File: config.mk
export PLATFORM = sky130hd
export DESIGN_NAME = systolic_pe_q
export DESIGN_NICKNAME = d
export VERILOG_FILES = /design/src/rtl/pe_pkg.sv /design/src/rtl/pe_sat_add.sv /design/src/rtl/systolic_pe_q.sv
export SDC_FILE = /design/constraint.sdc
export NUM_CORES = 1
export LEC_CHECK = 0
export ABC_AREA = 1
export CAP_MARGIN = 20
export CORE_UTILIZATION = 50
export CTS_BUF_LIST = sky130_fd_sc_hd__clkbuf_8
export DETAILED_ROUTE_END_ITERATION = 16
export PLACE_DENSITY = 0.73
export SLEW_MARGIN = 20
export SYNTH_ARGS = -nofsm -noshare
export SYNTH_HDL_FRONTEND = slang
export SYNTH_SLANG_ARGS = --single-unit
File: constraint.sdc
create_clock -name clk -period 4.72 [get_ports clk]
set_input_delay 0.944 -clock clk [delete_from_list [all_inputs] [get_ports clk]]
set_output_delay 0.944 -clock clk [all_outputs]
set_load 0.02 [all_outputs]
File: src/rtl/pe_pkg.sv
// Shared definitions for the quantised weight-stationary PE and the array generator that tiles it.
// The width-check macro lives here so every module that sizes an accumulator applies the same rule.
`ifndef PE_PKG_SV
`define PE_PKG_SV

`define PE_CHECK_WIDTHS(acc_w, data_w) \
  if ((acc_w) < 2 * (data_w) || (acc_w) > pe_pkg::ACC_W_LIMIT) begin : g_bad_widths \
    $error("pe: ACC_W must be >= 2*DATA_W and <= ACC_W_LIMIT"); \
  end

package pe_pkg;

  localparam int PIPE_MIN    = 0;
  localparam int PIPE_MAX    = 1;
  localparam int ACC_W_LIMIT = 128;

  typedef logic signed [ACC_W_LIMIT-1:0] acc_wide_t;

  // Saturation bounds of a signed acc_w-bit accumulator, sliced down by the caller.
  function automatic acc_wide_t acc_max(int acc_w);
    return (acc_wide_t'(1) <<< (acc_w - 1)) - acc_wide_t'(1);
  endfunction

  function automatic acc_wide_t acc_min(int acc_w);
    return -(acc_wide_t'(1) <<< (acc_w - 1));
  endfunction

endpackage

`endif

File: src/rtl/pe_sat_add.sv
// Combinational signed ACC_W adder: one guard bit detects overflow, SAT selects clamp or wrap.
module pe_sat_add import pe_pkg::*; #(
  parameter int ACC_W = 32,
  parameter bit SAT   = 1'b1
) (
  input  logic signed [ACC_W-1:0] a,
  input  logic signed [ACC_W-1:0] b,
  output logic signed [ACC_W-1:0] sum,
  output logic                    ovf
);

  localparam logic signed [ACC_W-1:0] ACC_MAX_V = ACC_W'(acc_max(ACC_W));
  localparam logic signed [ACC_W-1:0] ACC_MIN_V = ACC_W'(acc_min(ACC_W));

  logic [ACC_W:0] wide;

  always_comb begin
    wide = {a[ACC_W-1], a} + {b[ACC_W-1], b};
    // Guard bit disagreeing with the sign bit means the true sum left the ACC_W range.
    ovf  = wide[ACC_W] ^ wide[ACC_W-1];
    sum  = wide[ACC_W-1:0];
    if (SAT && ovf) begin
      sum = wide[ACC_W] ? ACC_MIN_V : ACC_MAX_V;
    end
  end

endmodule

File: src/rtl/systolic_pe_q.sv
// Integer weight-stationary PE: double-buffered weights on a N->S shift chain, valid-tagged
// activations W->E, optional multiplier stage, global stall, saturating accumulate with sticky ovf.
module systolic_pe_q import pe_pkg::*; #(
  parameter int DATA_W = 8,
  parameter int ACC_W  = 32,
  parameter int PIPE   = 1,
  parameter bit SAT    = 1'b1
) (
  input  logic                     clk,
  input  logic                     rst,
  input  logic                     en,
  input  logic signed [DATA_W-1:0] act_in,
  input  logic                     act_valid_in,
  output logic signed [DATA_W-1:0] act_out,
  output logic                     act_valid_out,
  input  logic signed [ACC_W-1:0]  psum_in,
  output logic signed [ACC_W-1:0]  psum_out,
  output logic                     psum_valid_out,
  input  logic signed [DATA_W-1:0] w_in,
  input  logic                     w_shift,
  output logic signed [DATA_W-1:0] w_out,
  input  logic                     w_swap,
  output logic                     ovf,
  input  logic                     ovf_clr
);

  `PE_CHECK_WIDTHS(ACC_W, DATA_W)

  if (PIPE < PIPE_MIN || PIPE > PIPE_MAX) begin : g_bad_pipe
    $error("systolic_pe_q: PIPE must be 0 or 1");
  end

  logic signed [DATA_W-1:0]   w_shadow;
  logic signed [DATA_W-1:0]   w_active;
  logic signed [2*DATA_W-1:0] prod;
  logic signed [ACC_W-1:0]    prod_ext;
  logic signed [ACC_W-1:0]    add_p;
  logic signed [ACC_W-1:0]    add_psum;
  logic                       add_valid;
  logic signed [ACC_W-1:0]    sum;
  logic                       sum_ovf;

  assign w_out = w_shadow;

  // Weight chain ignores en so columns can be reloaded while the datapath is stalled.
  always_ff @(posedge clk or posedge rst) begin
    if (rst) begin
      w_shadow <= '0;
      w_active <= '0;
    end else begin
      // NOTE: non-blocking assignments make a same-cycle swap+shift copy the old shadow.
      if (w_shift) w_shadow <= w_in;
      if (w_swap)  w_active <= w_shadow;
    end
  end

  always_comb begin
    // NOTE: every always_comb output gets a value up front, so no path can infer a latch.
    prod = act_in * w_active;
    if (!act_valid_in) begin
      prod = '0;
    end
    prod_ext = ACC_W'(prod);
  end

  if (PIPE == 1) begin : g_pipe
    logic signed [ACC_W-1:0] p_q;
    logic signed [ACC_W-1:0] psum_q;
    logic                    valid_q;

    always_ff @(posedge clk or posedge rst) begin
      if (rst) begin
        p_q     <= '0;
        psum_q  <= '0;
        valid_q <= 1'b0;
      end else if (en) begin
        p_q     <= prod_ext;
        psum_q  <= psum_in;
        valid_q <= act_valid_in;
      end
    end

    assign add_p     = p_q;
    assign add_psum  = psum_q;
    assign add_valid = valid_q;
  end else begin : g_comb
    assign add_p     = prod_ext;
    assign add_psum  = psum_in;
    assign add_valid = act_valid_in;
  end

  pe_sat_add #(
    .ACC_W (ACC_W),
    .SAT   (SAT)
  ) u_add (
    .a   (add_psum),
    .b   (add_p),
    .sum (sum),
    .ovf (sum_ovf)
  );

  always_ff @(posedge clk or posedge rst) begin
    if (rst) begin
      act_out        <= '0;
      act_valid_out  <= 1'b0;
      psum_out       <= '0;
      psum_valid_out <= 1'b0;
      ovf            <= 1'b0;
    end else begin
      if (en) begin
        act_out        <= act_in;
        act_valid_out  <= act_valid_in;
        psum_out       <= sum;
        psum_valid_out <= add_valid;
      end
      // A new overflow outranks a simultaneous clear; bypass cycles add zero and never overflow.
      ovf <= (en && add_valid && sum_ovf) || (ovf && !ovf_clr);
    end
  end

endmodule

Word level (Yosys, flattened, before mapping)
Cells that the tools add are included.
Storage, ports and cells
  output and inout bits: 51
  register bits after elaboration: 107
  word-level logic and storage cells: 20
Cells by class
  muxes and demuxes: 3
  bitwise operators: 1
  reductions and logical operators: 5
  $add $sub $neg: 1
  multipliers: 1
Operators by type and width (count)
  $mux 32: 2
  $add 32x16->33: 1
  $mul 8x8->16: 1
  $mux 16: 1
  $logic_and 1x1->1: 3
  $logic_not 1->1: 1
  $logic_or 1x1->1: 1
  $xor 1x1->1: 1

Depth between registers and ports, before layout
  word-level depth: 4
  mapped depth: 21
  gate-level depth less buffers: 20

Hierarchy
A second synthesis with hierarchy kept.
Unflattened totals
  cell total of the unflattened synthesis: 1316
  area, all modules: 9231.4 um^2
By module, submodules not included
  systolic_pe_q: instances 1, area each 6673.9 um^2, sequential area each 2677.6 um^2, cells each 823
  pe_sat_add: instances 1, area each 2557.5 um^2, sequential area each 0.0 um^2, cells each 493

Worst setup path before layout
No wires, ideal clock.
  path kind: input to register
  from: input port act_in[1]
  to: register g_pipe.p_q[12], in the netlist add_p[12]
  arrival time: 4.640 ns
  stages: 18
  path slack: -0.043 ns
  path buffers: 1
  setup time: 0.123 ns
  path through: clkbuf_1 nand2_1 fa_1 fa_1 inv_1 fa_1 inv_1 fa_1 inv_1 ha_1 a21oi_1 nand2_1 nand2_1 nand2_1 a21oi_1 o21bai_1 o21ai_0 nand2_1
Between the ends
  word-level cells in the longest chain between the ends: 2
Ends and longest elaborated chain
  start, declared: RTL line systolic_pe_q.sv:12  | input logic signed [DATA_W-1:0] act_in,
  $mul 8x8->16: RTL line systolic_pe_q.sv:59  | prod = act_in * w_active;
  $mux 16: RTL line systolic_pe_q.sv:60  | if (!act_valid_in) begin
  end signal, assigned: RTL line systolic_pe_q.sv:77  | p_q <= prod_ext;
  end, declared: RTL line systolic_pe_q.sv:67  | logic signed [ACC_W-1:0] p_q;
Every way passes these cells.
A chain may end at the register's enable or synchronous reset.

Worst setup path in the final report
  from: input port act_in[6]
  to: register g_pipe.p_q[14], in the netlist add_p[14]
Same word-level chain as after synthesis.

==> qor.yml <==
worst_setup_path:
  critPathCaptureType: "flip-flop"
  crit_required_ns: 5.00
  criticalPathCategory: "primary input to flip-flop"
  timing.rr.start: "w_active[2]$_DFFE_PP0P_"
  cp_slowest_cell: "fa_1"
  crit_arrival_ns: 4.88
  critPathMaxFanout: 8
  cp_slowest_stage_delay_ns: 0.53
  critPathLaunch: "act_in[6]"
  cp_cell_sequence: "clkdlybuf4s50_1 -> buf_6 -> nand2_2 -> inv_2 -> fa_1 -> inv_2 -> fa_1 -> inv_2 -> fa_1 -> inv_1 -> fa_1 -> inv_1 -> ha_4 -> inv_1 -> o21ai_1 -> nand3_1 -> nand4_1 -> a21oi_1 -> o21ai_0 -> nand2_1"
  cp-start-kind: "primary input"
  timing.critical_path.mode_cell: "fa_1"
placed_design:
  hpwl_mm: 17.3
  port_buffers: 105
  routabilityCongestion: 0.921
pwr:
  switching_share: 0.467
  power_switching_mw: 3.28
  p_clk_frac: 0.097
  p_leak_nw: 6.03
  power.density_nw_per_um2: 651
  ir_worst_vdd_mv: 0.463
  power.total_mw: 7.02
  comb_power_share: 0.714
  internal-power_mw: 3.74
  seqPwrFrac: 0.188
clock_network:
  clk_pin_slew_ns: 0.10
  clk_latency_ns: 0.38
  root_buffer: "clkbuf_8"
  numCtsBuffers: 9
  clockBufferDepth: 2
  cts_hold_buf: 0
  cts.sinks: 107
  htreeDepth: 3
  cts_tree: "yes"
sta:
  drv_slew: 0
  tightest_slew_ns: 0.955
  hold_violations: 0
  fin_skew_ns: 0.0166
  fmax_ghz: 0.217
  period_needed_ns: 4.60
  period_share: 0.975
  relSlewSlack: 0.363
  setup_viol: 0
global_route:
  antenna_found_initial: 0
  grt_usage: 0.251
  grt_max_degree: 76
  grt_pass1_vias: 7421
  grt_pass1_wl_mm: 36.0
  gr-total-overflow: 0
layout:
  fillerInstances: 1579
  drive_gt1_frac: 0.0781
  synthToLayoutAreaGrowth_pct: 21.5
  nNetsFinal: 1537
  final_core_util: 0.624
  antenna_cells: 0
run_status:
  status: "completed"
floorplan:
  row_count: 48
  die_h_microns: 135
  die_w_microns: 135
  io_pins: 106
  start_util: 0.513
  core_area_sq_um: 17300
  fp.dieArea_sq_um: 18300
hold_path:
  hp-class: "flip-flop to flip-flop"
  hold_start: "add_psum[11]$_DFFE_PP0P_"
synthesis:
  avgSynthCellArea_sq_um: 7.15
  yosysSeqAreaShare: 0.301
  synthCells: 1242
  ys_ff_latch: 107
  synth_area_sq_um: 8880
  syn-num-nets: 1414
  yosys_warnings: 0
  synth_cell_types: 30
route:
  viasPerCell: 4.85
  totalWireLength_mm: 21.8
  via_count: 7734
  drt_iter0_drc: 476
  first_pass_iters: 5
  wire_per_inst_microns: 13.7
  ant_nets: 0
  drc: 0
job:
  maxCapViolCount: 0
==> cell type report <==
cell class	instances	area (sq um)	share of cell area
tap	225	282	0.0261
multi-input combinational	861	5320	0.493
sequential	107	2680	0.248
clock buffer	9	124	0.0115
clock inverter	7	115	0.0107
timing repair buffer	151	1390	0.129
inverter	235	885	0.0820
==> power by group through the flow <==
stage                     Clock [mW]  Sequential [mW]  Combinational, mW
final                          0.684             1.32               5.01
after global routing           0.732             1.35               5.62
after CTS                      0.702             1.32               4.45
after detailed placement           0             1.34               4.37
after global placement             0             1.34               4.30
after floorplan                    0             1.48               2.71
==> layout by cell type, fill, tap and decap left out, types with 2 or more instances in the layout <==
cell type,count
nor2_4,3
dlygate4sd2_1,4
ha_1,54
fa_1,56
ha_4,7
clkbuf_8,9
xnor2_1,6
bufinv_16,3
o21ai_1,6
a21oi_4,2
a21oi_2,2
nand4_1,7
a21oi_1,73
nand3_1,23
nor3_1,5
inv_1,225
buf_4,45
and2_1,3
o21ai_0,19
dfrtp_1,107
a32o_1,2
nand2_1,430
o21bai_1,13
a22o_1,3
nand2_2,13
inv_2,9
nor2_1,103
clkdlybuf4s50_1,97
xor2_1,20
==> metrics by stage <==
step	TNS, ns	std cells	instance area [sq um]	setup slack [ns]	hold slack (ns)
4_1_cts	0	1595	10600	0.0439	0.487
6_report	0	1595	10800	0.117	0.483
3_3_place_gp	-3.30	1578	10400	-0.473	0.454
3_5_place_dp	-4.15	1578	10400	-0.557	0.463
2_1_floorplan	0	1242	8890	0.0183	0.446
5_1_grt	-0.165	1595	10800	-0.0695	0.496
==> worst max-delay path, delay by kind of cell <==
kind,cells,cell delay [ns]
AND/OR/NAND/NOR,4,0.37
buffers and inverters,8,0.85
AO/OA/AOI/OAI,3,0.34
adder cells (fa/ha/maj),5,2.35
==> what timing repair did <==
item / in CTS / in global routing
gates resized for setup: 9 / 47
hold endpoints to repair: 0 / 0
setup buffers: 1 / 0
pin swaps: 1 / 30
setup endpoints to repair: 7 / 7
==> sequential cells by signal, summed over array words and instances, names as in the netlist <==
signal,cells
act_out,8
act_valid_out,1
w_out,8
ovf,1
psum_valid_out,1
add_psum,32
add_p,16
w_active,8
psum_out,32
==> cells in the mapped netlist, drive strengths merged <==
cell type	n	area, sq um
a31oi	1	6.26
dfrtp	107	2680
inv	235	882
o21bai	14	105
and2	3	18.8
nand3b	1	7.51
a21oi	77	385
o21ai	26	130
mux2	1	11.3
or2	1	6.26
o221ai	1	8.76
xor2	20	175
nand2	444	1680
a32o	2	20.0
ha	61	763
nand3	23	115
a22o	3	26.3
nor3	6	30.0
nand4	7	43.8
a21o	1	7.51
clkbuf	28	105
buf	11	75.1
xnor2	6	52.6
nor2	106	413
nor3b	1	12.5
fa	56	1120
==> cell families after synthesis <==
group	Yosys count	synth area share
AND/OR/NAND/NOR	592	0.262
buffers and inverters	274	0.120
AO/OA/AOI/OAI	125	0.0776
adder cells (fa/ha/maj)	117	0.212
flip-flops	107	0.301
XOR/XNOR	26	0.0256
multiplexers	1	0.00127
==> routing by layer <==
| metal | GRT usage | routed length (microns) | vias up |
|---|---|---|---|
| li1 | - | - | 3983 |
| met2 | 0.412 | 10300 | 155 |
| met5 | 0 | 0 | - |
| met1 | 0.340 | 10300 | 3559 |
| met4 | 0.0836 | 474 | 0 |
| met3 | 0.0348 | 702 | 37 |
==> path summary, 6_finish.rpt <==
kind,end,slack (ns),depth (start not counted)
setup / recovery,add_p[14]$_DFFE_PP0P_,0.12,20
hold / removal,add_psum[11]$_DFFE_PP0P_,0.48,2
setup reg to reg,add_p[14]$_DFFE_PP0P_,0.39,18
hold reg to reg,add_psum[11]$_DFFE_PP0P_,0.48,2
max in group asynchronous,psum_out[6]$_DFFE_PP0P_,2.72,3
min in group asynchronous,w_out[2]$_DFFE_PP0P_,1.10,2
Power figures use the tool's default switching activity.
